==> config.mk <==
export PLATFORM = sky130hd
export DESIGN_NAME = ps2_rx_fifo
export DESIGN_NICKNAME = d
export VERILOG_FILES = /design/src/rtl/ps2_rx_fifo.sv
export SDC_FILE = /design/constraint.sdc
export NUM_CORES = 1
export LEC_CHECK = 0
export CORE_MARGIN = 2
export CORE_UTILIZATION = 55
export CTS_CLUSTER_DIAMETER = 50
export DETAILED_ROUTE_END_ITERATION = 6
export DONT_BUFFER_PORTS = 1
export PLACE_DENSITY_LB_ADDON = 0.1
export SYNTH_ARGS = -nofsm -noshare
export SYNTH_HDL_FRONTEND = slang
export SYNTH_SLANG_ARGS = --single-unit
==> constraint.sdc <==
create_clock -name clk -period 3.7 [get_ports clk]
set_clock_uncertainty 0.15 [all_clocks]
set_input_delay 1.11 -clock clk [delete_from_list [all_inputs] [get_ports clk]]
set_output_delay 1.11 -clock clk [all_outputs]
set_load 0.005 [all_outputs]
==> src/rtl/ps2_rx_fifo.sv <==
// PS/2 keyboard receiver: synchroniser, glitch filter, frame checker, E0/F0
// prefix folding and a show-ahead FIFO of decoded scan codes.
module ps2_rx_fifo #(
    parameter int SYNC_STAGES = 2,
    parameter int FILTER_LEN  = 8,
    parameter int DEPTH       = 8,
    parameter int TIMEOUT_CYC = 50000
) (
    input  logic                     clk,
    input  logic                     reset,
    input  logic                     ps2_clk,
    input  logic                     ps2_data,
    input  logic                     rd_en,
    output logic [7:0]               code_out,
    output logic                     code_break,
    output logic                     code_ext,
    output logic                     valid,
    output logic [$clog2(DEPTH):0]   count,
    output logic                     overflow,
    output logic                     frame_err,
    output logic                     parity_err,
    input  logic                     err_clr,
    output logic [1:0]               fsm_state
);
    localparam int AW = $clog2(DEPTH);
    localparam int FW = $clog2(FILTER_LEN);
    localparam int TW = $clog2(TIMEOUT_CYC + 1);

    typedef enum logic [1:0] {S_IDLE, S_DATA, S_PARITY, S_STOP} state_t;

    logic [SYNC_STAGES-1:0] clk_sync_q, data_sync_q;
    logic                   clk_s, data_s;
    logic                   filt_q, filt_d, fall;
    logic [FW-1:0]          fcnt_q, fcnt_d;

    state_t                 state_q, state_d;
    logic [2:0]             bit_cnt_q, bit_cnt_d;
    logic [7:0]             shift_q, shift_d;
    logic                   par_q, par_d;
    logic [TW-1:0]          wd_q, wd_d;
    logic                   ext_q, ext_d, brk_q, brk_d;
    logic                   push_en, set_frame, set_parity;
    logic [9:0]             push_data;

    logic [9:0]             mem_q [0:DEPTH-1];
    logic [AW:0]            wr_q, rd_q, count_w;
    logic [9:0]             last_q, head;
    logic                   full, do_pop, do_push, ovf_set;
    logic                   overflow_q, frame_err_q, parity_err_q;

    assign clk_s  = clk_sync_q[SYNC_STAGES-1];
    assign data_s = data_sync_q[SYNC_STAGES-1];

    // The filtered clock flips only after FILTER_LEN consecutive differing samples.
    always_comb begin
        filt_d = filt_q;
        fcnt_d = '0;
        if (clk_s != filt_q) begin
            if (fcnt_q == FW'(FILTER_LEN - 1)) filt_d = clk_s;
            else                               fcnt_d = fcnt_q + FW'(1);
        end
    end

    assign fall = filt_q & ~filt_d;

    always_comb begin
        state_d    = state_q;
        bit_cnt_d  = bit_cnt_q;
        shift_d    = shift_q;
        par_d      = par_q;
        wd_d       = '0;
        ext_d      = ext_q;
        brk_d      = brk_q;
        push_en    = 1'b0;
        set_frame  = 1'b0;
        set_parity = 1'b0;
        push_data  = {ext_q, brk_q, shift_q};
        // Watchdog: a stalled frame is dropped but pending prefixes survive.
        if (state_q != S_IDLE && !fall) begin
            if (wd_q == TW'(TIMEOUT_CYC - 1)) begin
                set_frame = 1'b1;
                state_d   = S_IDLE;
            end else begin
                wd_d = wd_q + TW'(1);
            end
        end
        if (fall) begin
            case (state_q)
                S_IDLE: begin
                    if (!data_s) begin
                        state_d   = S_DATA;
                        bit_cnt_d = 3'd0;
                    end else begin
                        set_frame = 1'b1;
                        ext_d     = 1'b0;
                        brk_d     = 1'b0;
                    end
                end
                S_DATA: begin
                    shift_d   = {data_s, shift_q[7:1]};
                    bit_cnt_d = bit_cnt_q + 3'd1;
                    if (bit_cnt_q == 3'd7) state_d = S_PARITY;
                end
                S_PARITY: begin
                    par_d   = data_s;
                    state_d = S_STOP;
                end
                default: begin
                    state_d = S_IDLE;
                    if (data_s && (^{shift_q, par_q})) begin
                        if (shift_q == 8'hE0)      ext_d = 1'b1;
                        else if (shift_q == 8'hF0) brk_d = 1'b1;
                        else begin
                            push_en = 1'b1;
                            ext_d   = 1'b0;
                            brk_d   = 1'b0;
                        end
                    end else begin
                        set_frame  = ~data_s;
                        set_parity = ~(^{shift_q, par_q});
                        ext_d      = 1'b0;
                        brk_d      = 1'b0;
                    end
                end
            endcase
        end
    end

    always_ff @(posedge clk or negedge reset) begin
        if (!reset) begin
            clk_sync_q  <= '1;
            data_sync_q <= '1;
            filt_q      <= 1'b1;
            fcnt_q      <= '0;
            state_q     <= S_IDLE;
            bit_cnt_q   <= 3'd0;
            shift_q     <= 8'd0;
            par_q       <= 1'b0;
            wd_q        <= '0;
            ext_q       <= 1'b0;
            brk_q       <= 1'b0;
        end else begin
            clk_sync_q  <= {clk_sync_q[SYNC_STAGES-2:0], ps2_clk};
            data_sync_q <= {data_sync_q[SYNC_STAGES-2:0], ps2_data};
            filt_q      <= filt_d;
            fcnt_q      <= fcnt_d;
            state_q     <= state_d;
            bit_cnt_q   <= bit_cnt_d;
            shift_q     <= shift_d;
            par_q       <= par_d;
            wd_q        <= wd_d;
            ext_q       <= ext_d;
            brk_q       <= brk_d;
        end
    end

    assign count_w = wr_q - rd_q;
    assign valid   = (count_w != '0);
    assign full    = (count_w == (AW+1)'(DEPTH));
    assign do_pop  = rd_en & valid;
    assign do_push = push_en & (~full | do_pop);
    assign ovf_set = push_en & full & ~do_pop;

    always_ff @(posedge clk) begin
        if (do_push) mem_q[wr_q[AW-1:0]] <= push_data;
    end

    // last_q keeps the most recently popped entry visible while empty.
    always_ff @(posedge clk or negedge reset) begin
        if (!reset) begin
            wr_q         <= '0;
            rd_q         <= '0;
            last_q       <= '0;
            overflow_q   <= 1'b0;
            frame_err_q  <= 1'b0;
            parity_err_q <= 1'b0;
        end else begin
            if (do_push) wr_q <= wr_q + (AW+1)'(1);
            if (do_pop) begin
                rd_q   <= rd_q + (AW+1)'(1);
                last_q <= mem_q[rd_q[AW-1:0]];
            end
            overflow_q   <= ovf_set    | (overflow_q   & ~err_clr);
            frame_err_q  <= set_frame  | (frame_err_q  & ~err_clr);
            parity_err_q <= set_parity | (parity_err_q & ~err_clr);
        end
    end

    assign head       = valid ? mem_q[rd_q[AW-1:0]] : last_q;
    assign code_out   = head[7:0];
    assign code_break = head[8];
    assign code_ext   = head[9];
    assign count      = count_w;
    assign overflow   = overflow_q;
    assign frame_err  = frame_err_q;
    assign parity_err = parity_err_q;
    assign fsm_state  = state_q;
endmodule
Word-level counts from Yosys, hierarchy flattened
Memories as Yosys holds them, arrays and structs flattened.
Cells that the tools add are included.
{ "totals": {"ff_bits": 61, "mem_bits_rw": 80, "out_inout_bits": 20, "n_memories": 1} }
{ "memory_table": {"columns": ["memory", "depth", "width", "read_ports", "rd_clocked_by_memory_dff", "wr", "line", "text"], "rows": [
  ["mem_q", 8, 10, 1, 0, 1, "45", "logic [9:0] mem_q [0:DEPTH-1];"]
]} }
{ "classes": {"n_addsub": 6, "n_eq_ne": 13, "mux": 40, "n_bitwise": 19, "n_reduce_logical": 15} }
{ "op_table": {"columns": ["op", "count"], "rows": [
  ["$mux 16", 2],
  ["$mux 1", 24],
  ["$add 16x1->16 const B", 1],
  ["$eq 16x16->1 const B", 1],
  ["$eq 8x8->1 const B", 2],
  ["$mux 10", 1],
  ["$mux 2", 5],
  ["$mux 3", 3],
  ["$reduce_xor 9->1", 1],
  ["$add 4x1->4 const B", 2],
  ["$and 1x1->1", 8],
  ["$reduce_and 4->1", 2],
  ["$not 1->1", 7],
  ["$add 3x1->3 const B", 2],
  ["$eq 3x3->1 const B", 2],
  ["$pmux 1 s2", 3],
  ["$pmux 2 s3", 1],
  ["$pmux 3 s2", 1],
  ["$eq 4x4->1 const B", 1],
  ["$ne 2x2->1 const B", 2],
  ["$ne 4x3->1 const B", 1],
  ["$or 1x1->1", 4],
  ["$reduce_and 2->1", 2],
  ["$reduce_bool 2->1", 2],
  ["other kinds (12)", 13]
]} }

Logic depth before layout (Yosys ltp)
{ "depth": {"ltp_word": 12, "ltp_mapped": 10} }

Worst setup path after synthesis
Ideal clock, no wire load.
{ "synth_path": {"path_type": "reg2out", "start": "reg rd_q[1]", "end": "out code_break", "arrival_ns": 2.523, "required_ns": 2.440, "setup_slack_ns": -0.083, "path_stages_with_launch": 9, "path_cell_list": "dfrtp_1 clkbuf_1 inv_1 fa_1 xor2_1 or3_1 or3_1 clkbuf_1 a21oi_1"} }
{ "synth_via": {"elab_chain_len": 3, "word_cells_on_any_way": 4, "classes_between": "1 x add/sub; 1 x mux; 1 x reduce/logical; 1 x memory"} }
{ "synth_lines": {"columns": ["element", "line", "text"], "rows": [
  ["start: declaration", "46", "logic [AW:0] wr_q, rd_q, count_w;"],
  ["start signal: assignment", "180", "rd_q <= rd_q + (AW+1)'(1);"],
  ["$sub 4x4->4", "157", "assign count_w = wr_q - rd_q;"],
  ["named net count[2]", "18", "output logic [$clog2(DEPTH):0] count,"],
  ["$reduce_bool 4->1", "158", "assign valid = (count_w != '0);"],
  ["named net valid", "17", "output logic valid,"],
  ["$mux 10", "189", "assign head = valid ? mem_q[rd_q[AW-1:0]] : last_q;"],
  ["end: declaration", "15", "output logic code_break,"]
]} }
The timed path passes the listed nets, and every way through them passes these cells.

Worst setup path after layout
{ "layout_path": {"start": "reg wr_q[0]", "end": "out code_break"} }
{ "layout_via": {"elab_chain_len": 3} }
{ "layout_lines": {"columns": ["element", "line", "text"], "rows": [
  ["start: declaration", "46", null],
  ["start signal: assignment", "178", "if (do_push) wr_q <= wr_q + (AW+1)'(1);"],
  ["$sub 4x4->4", "157", null],
  ["$reduce_bool 4->1", "158", null],
  ["$mux 10", "189", null]
]} }
Every way passes these cells.

==> impl_metrics.tcl <==
set metrics [dict create \
    power.leakage_nw 3.00 \
    ff2ff_setup_slack_ns 0.11 \
    io-pin-count 26 \
    hold_class "in2async" \
    antenna_found_initial 0 \
    vdd_drop_max_uv 437 \
    drive_gt1_frac 0.310 \
    yosysMostFrequentCell "edfxtp_1" \
    violations "setup timing" \
    coreArea_sq_um 10900 \
    fin_crit_ns 4.05 \
    synth_top_flop_cell "edfxtp_1" \
    layout.nets 492 \
    areaGrowthSynthToFinish_pct 20.2 \
    firstDrtPassIters 4 \
    start_util 0.565 \
    synth-async-reset-ratio 0.433 \
    drt-initial-drc-count 228 \
    drv_cap 0 \
    fp.dieH_um 110 \
    post-place-ws_ns 0.108 \
    synth.distinct_cells 49 \
    synth-edff-count 80 \
    routed_via_density 5.70 \
    wl_per_cell_um 19.2 \
    synth_common_cells "edfxtp_1 (80), dfrtp_1 (56), nor2_1 (41)" \
    path_max_fanout 5 \
    arrival_ns 2.79 \
    vias 3558 \
    rsz0062_at_grt "true" \
    grt_pass1_wl_mm 19.5 \
    worst_setup_path_start_kind "flip-flop" \
    fmax_mhz 247 \
    holdWs_ns 0.127 \
    max-slew-margin-rel 0.338 \
    ys_ff_latch 141 \
    netlist_area_sq_um 6150 \
    final_hold_viol_count 0 \
    cts-root-buf "clkbuf_8" \
    r2r_start "wr_q[0]$_DFFE_PN0P_" \
    r2r_end "mem_q[0][8]$_DFFE_PP_" \
    final-max-slew-violation-count 0 \
    clock_latency_ns 0.52 \
    cts_buffer_depth 2 \
    cts_tree "done" \
    grt_max_degree 62 \
    worst_slack_ns -0.354 \
    setup_viol 11 \
    grt-ovfl-total 0 \
    fin_area_sq_um 7390 \
    portBuffers 0 \
    cts-buffers-inserted 17 \
    htreeDepth 4 \
    cp.required_ns 2.44 \
    path_class "reg2out" \
    synth_top_area_frac 0.391 \
    synthesis.nets 446 \
    avgSynthCellArea_sq_um 14.5 \
    worstMarginPinSlew_ns 0.989 \
    place_congestion 0.810 \
    reg2regPathDepth 24 \
    power.density_nw_per_um2 463 \
    std_cell_rows 38 \
    synth_area_leaders "edfxtp_1 (39%), dfrtp_1 (23%), mux4_2 (7.3%)" \
    diodes 0 \
    grt_usage 0.225 \
    status "complete, but fails checks" \
    die_x_um 110 \
    grt_pass1_vias 3735 \
    fin_util 0.678 \
    finalWirelength_mm 12.0 \
    place_area_sq_um 6360 \
    seq_area_frac_synth 0.640 \
    synth_area_leader_cell "edfxtp_1" \
    die_area_sq_um 12000 \
    clkTransAtPathRegs_ns 0.07 \
    drc 0 \
    worstSetupEndpointType "primary output" \
    final.period_utilization 1.10 \
    ant_nets 0 \
    synthCells 425 \
    dp_hpwl_mm 6.92 \
    critPathLaunch "wr_q[0]$_DFFE_PN0P_" \
    yosys_warnings 0 \
    clock_sinks 141 \
]
==> critical path, cell delays in order, from the launching register on <==
cell     delay, ns
dfrtp_1       0.39
inv_2         0.09
ha_4          0.14
inv_2         0.04
fa_2          0.33
xor2_1        0.18
or3_4         0.34
or3_4         0.42
buf_16        0.17
nor2_4        0.12
a21oi_4       0.04
==> cells in the final DEF, fill, tap and decap left out, types with 6 or more instances in the layout <==
master | Yosys | routed
buf_4 | 0 | 37
a21oi_1 | 16 | 6
a21oi_2 | 0 | 8
xor2_1 | 13 | 13
clkinv_4 | 0 | 6
nor2_2 | 0 | 9
mux2i_1 | 11 | 11
inv_1 | 15 | 13
clkbuf_16 | 0 | 16
dfrtp_1 | 56 | 56
edfxtp_1 | 80 | 80
o21ai_0 | 18 | 18
mux4_2 | 20 | 20
xnor2_1 | 13 | 13
nand3_1 | 13 | 13
mux2_2 | 12 | 12
nand2_1 | 27 | 26
nor2_4 | 0 | 6
nor2_1 | 41 | 27
ha_1 | 14 | 13
==> state kept, by name (all words and copies together) (netlist names), 2 cells and up <==
register     cells
mem_q           80
wd_q            16
last_q          10
shift_q          8
rd_q             4
wr_q             4
bit_cnt_q        3
fcnt_q           3
clk_sync_q       2
data_sync_q      2
fsm_state        2
==> how the worst max path moves through the flow <==
stage	end	slack (ns)	depth (start not counted)
after floorplan	code_break	0.05	8
after CTS	code_out[4]	-0.32	10
after detailed placement	code_out[7]	0.11	9
after global routing	code_out[4]	-0.47	10
after global placement	code_out[6]	0.14	9
final	code_break	-0.35	10
==> where the power goes <==
group          leakage, nW  total (mW)  switching [mW]  internal [mW]
clock                0.288        1.70           0.651           1.05
combinational         1.02      0.0357          0.0161         0.0197
sequential            1.69        1.69          0.0150           1.67
==> stage by stage <==
| step | total power, mW | cells | setup TNS [ns] |
|---|---|---|---|
| after global placement | 1.75 | 564 | 0 |
| final | 3.42 | 624 | -3.60 |
| after detailed placement | 1.76 | 564 | 0 |
| after floorplan | 1.75 | 425 | 0 |
| after CTS | 3.44 | 625 | -12.84 |
| after global routing | 3.53 | 624 | -4.74 |
==> metal layers <==
metal / vias up / global-route usage / share of wire
met3: 20 / 0.0616 / 0.036
met4: 0 / 0.0796 / 0.019
met1: 1815 / 0.278 / 0.42
met2: 60 / 0.384 / 0.53
met5: - / 0 / 0
li1: 1663 / - / -
==> final cells by class <==
| class | count | area [sq um] |
|---|---|---|
| Tap cell | 140 | 175 |
| Fill cell | 780 | 3500 |
| Inverter | 15 | 56.3 |
| Clock buffer | 19 | 432 |
| Timing Repair Buffer | 41 | 364 |
| Sequential cell | 141 | 3940 |
| Clock inverter | 13 | 168 |
| Multi-Input combinational cell | 255 | 2260 |
==> repair_timing <==
item / in CTS / in global routing
buffers inserted: 27 / 2
endpoints found under the setup margin: 11 / 52
pin swaps: 1 / 1
gates resized for setup: 40 / 9
hold buffers: 0 / 0
cloned: 2 / 1
==> logic make-up (layout without fill, tap and decap cells) <==
kind of cell    after synthesis  in the layout  synth area share
compound gates               47             47            0.0462
xor+xnor                     30             30            0.0513
fa+ha+maj                    15             15            0.0318
buf+inv                      30             88            0.0204
flops                       141            141             0.640
mux                          44             44             0.116
simple gates                118            119            0.0946
No activity file was read; power rests on OpenSTA's default activity.
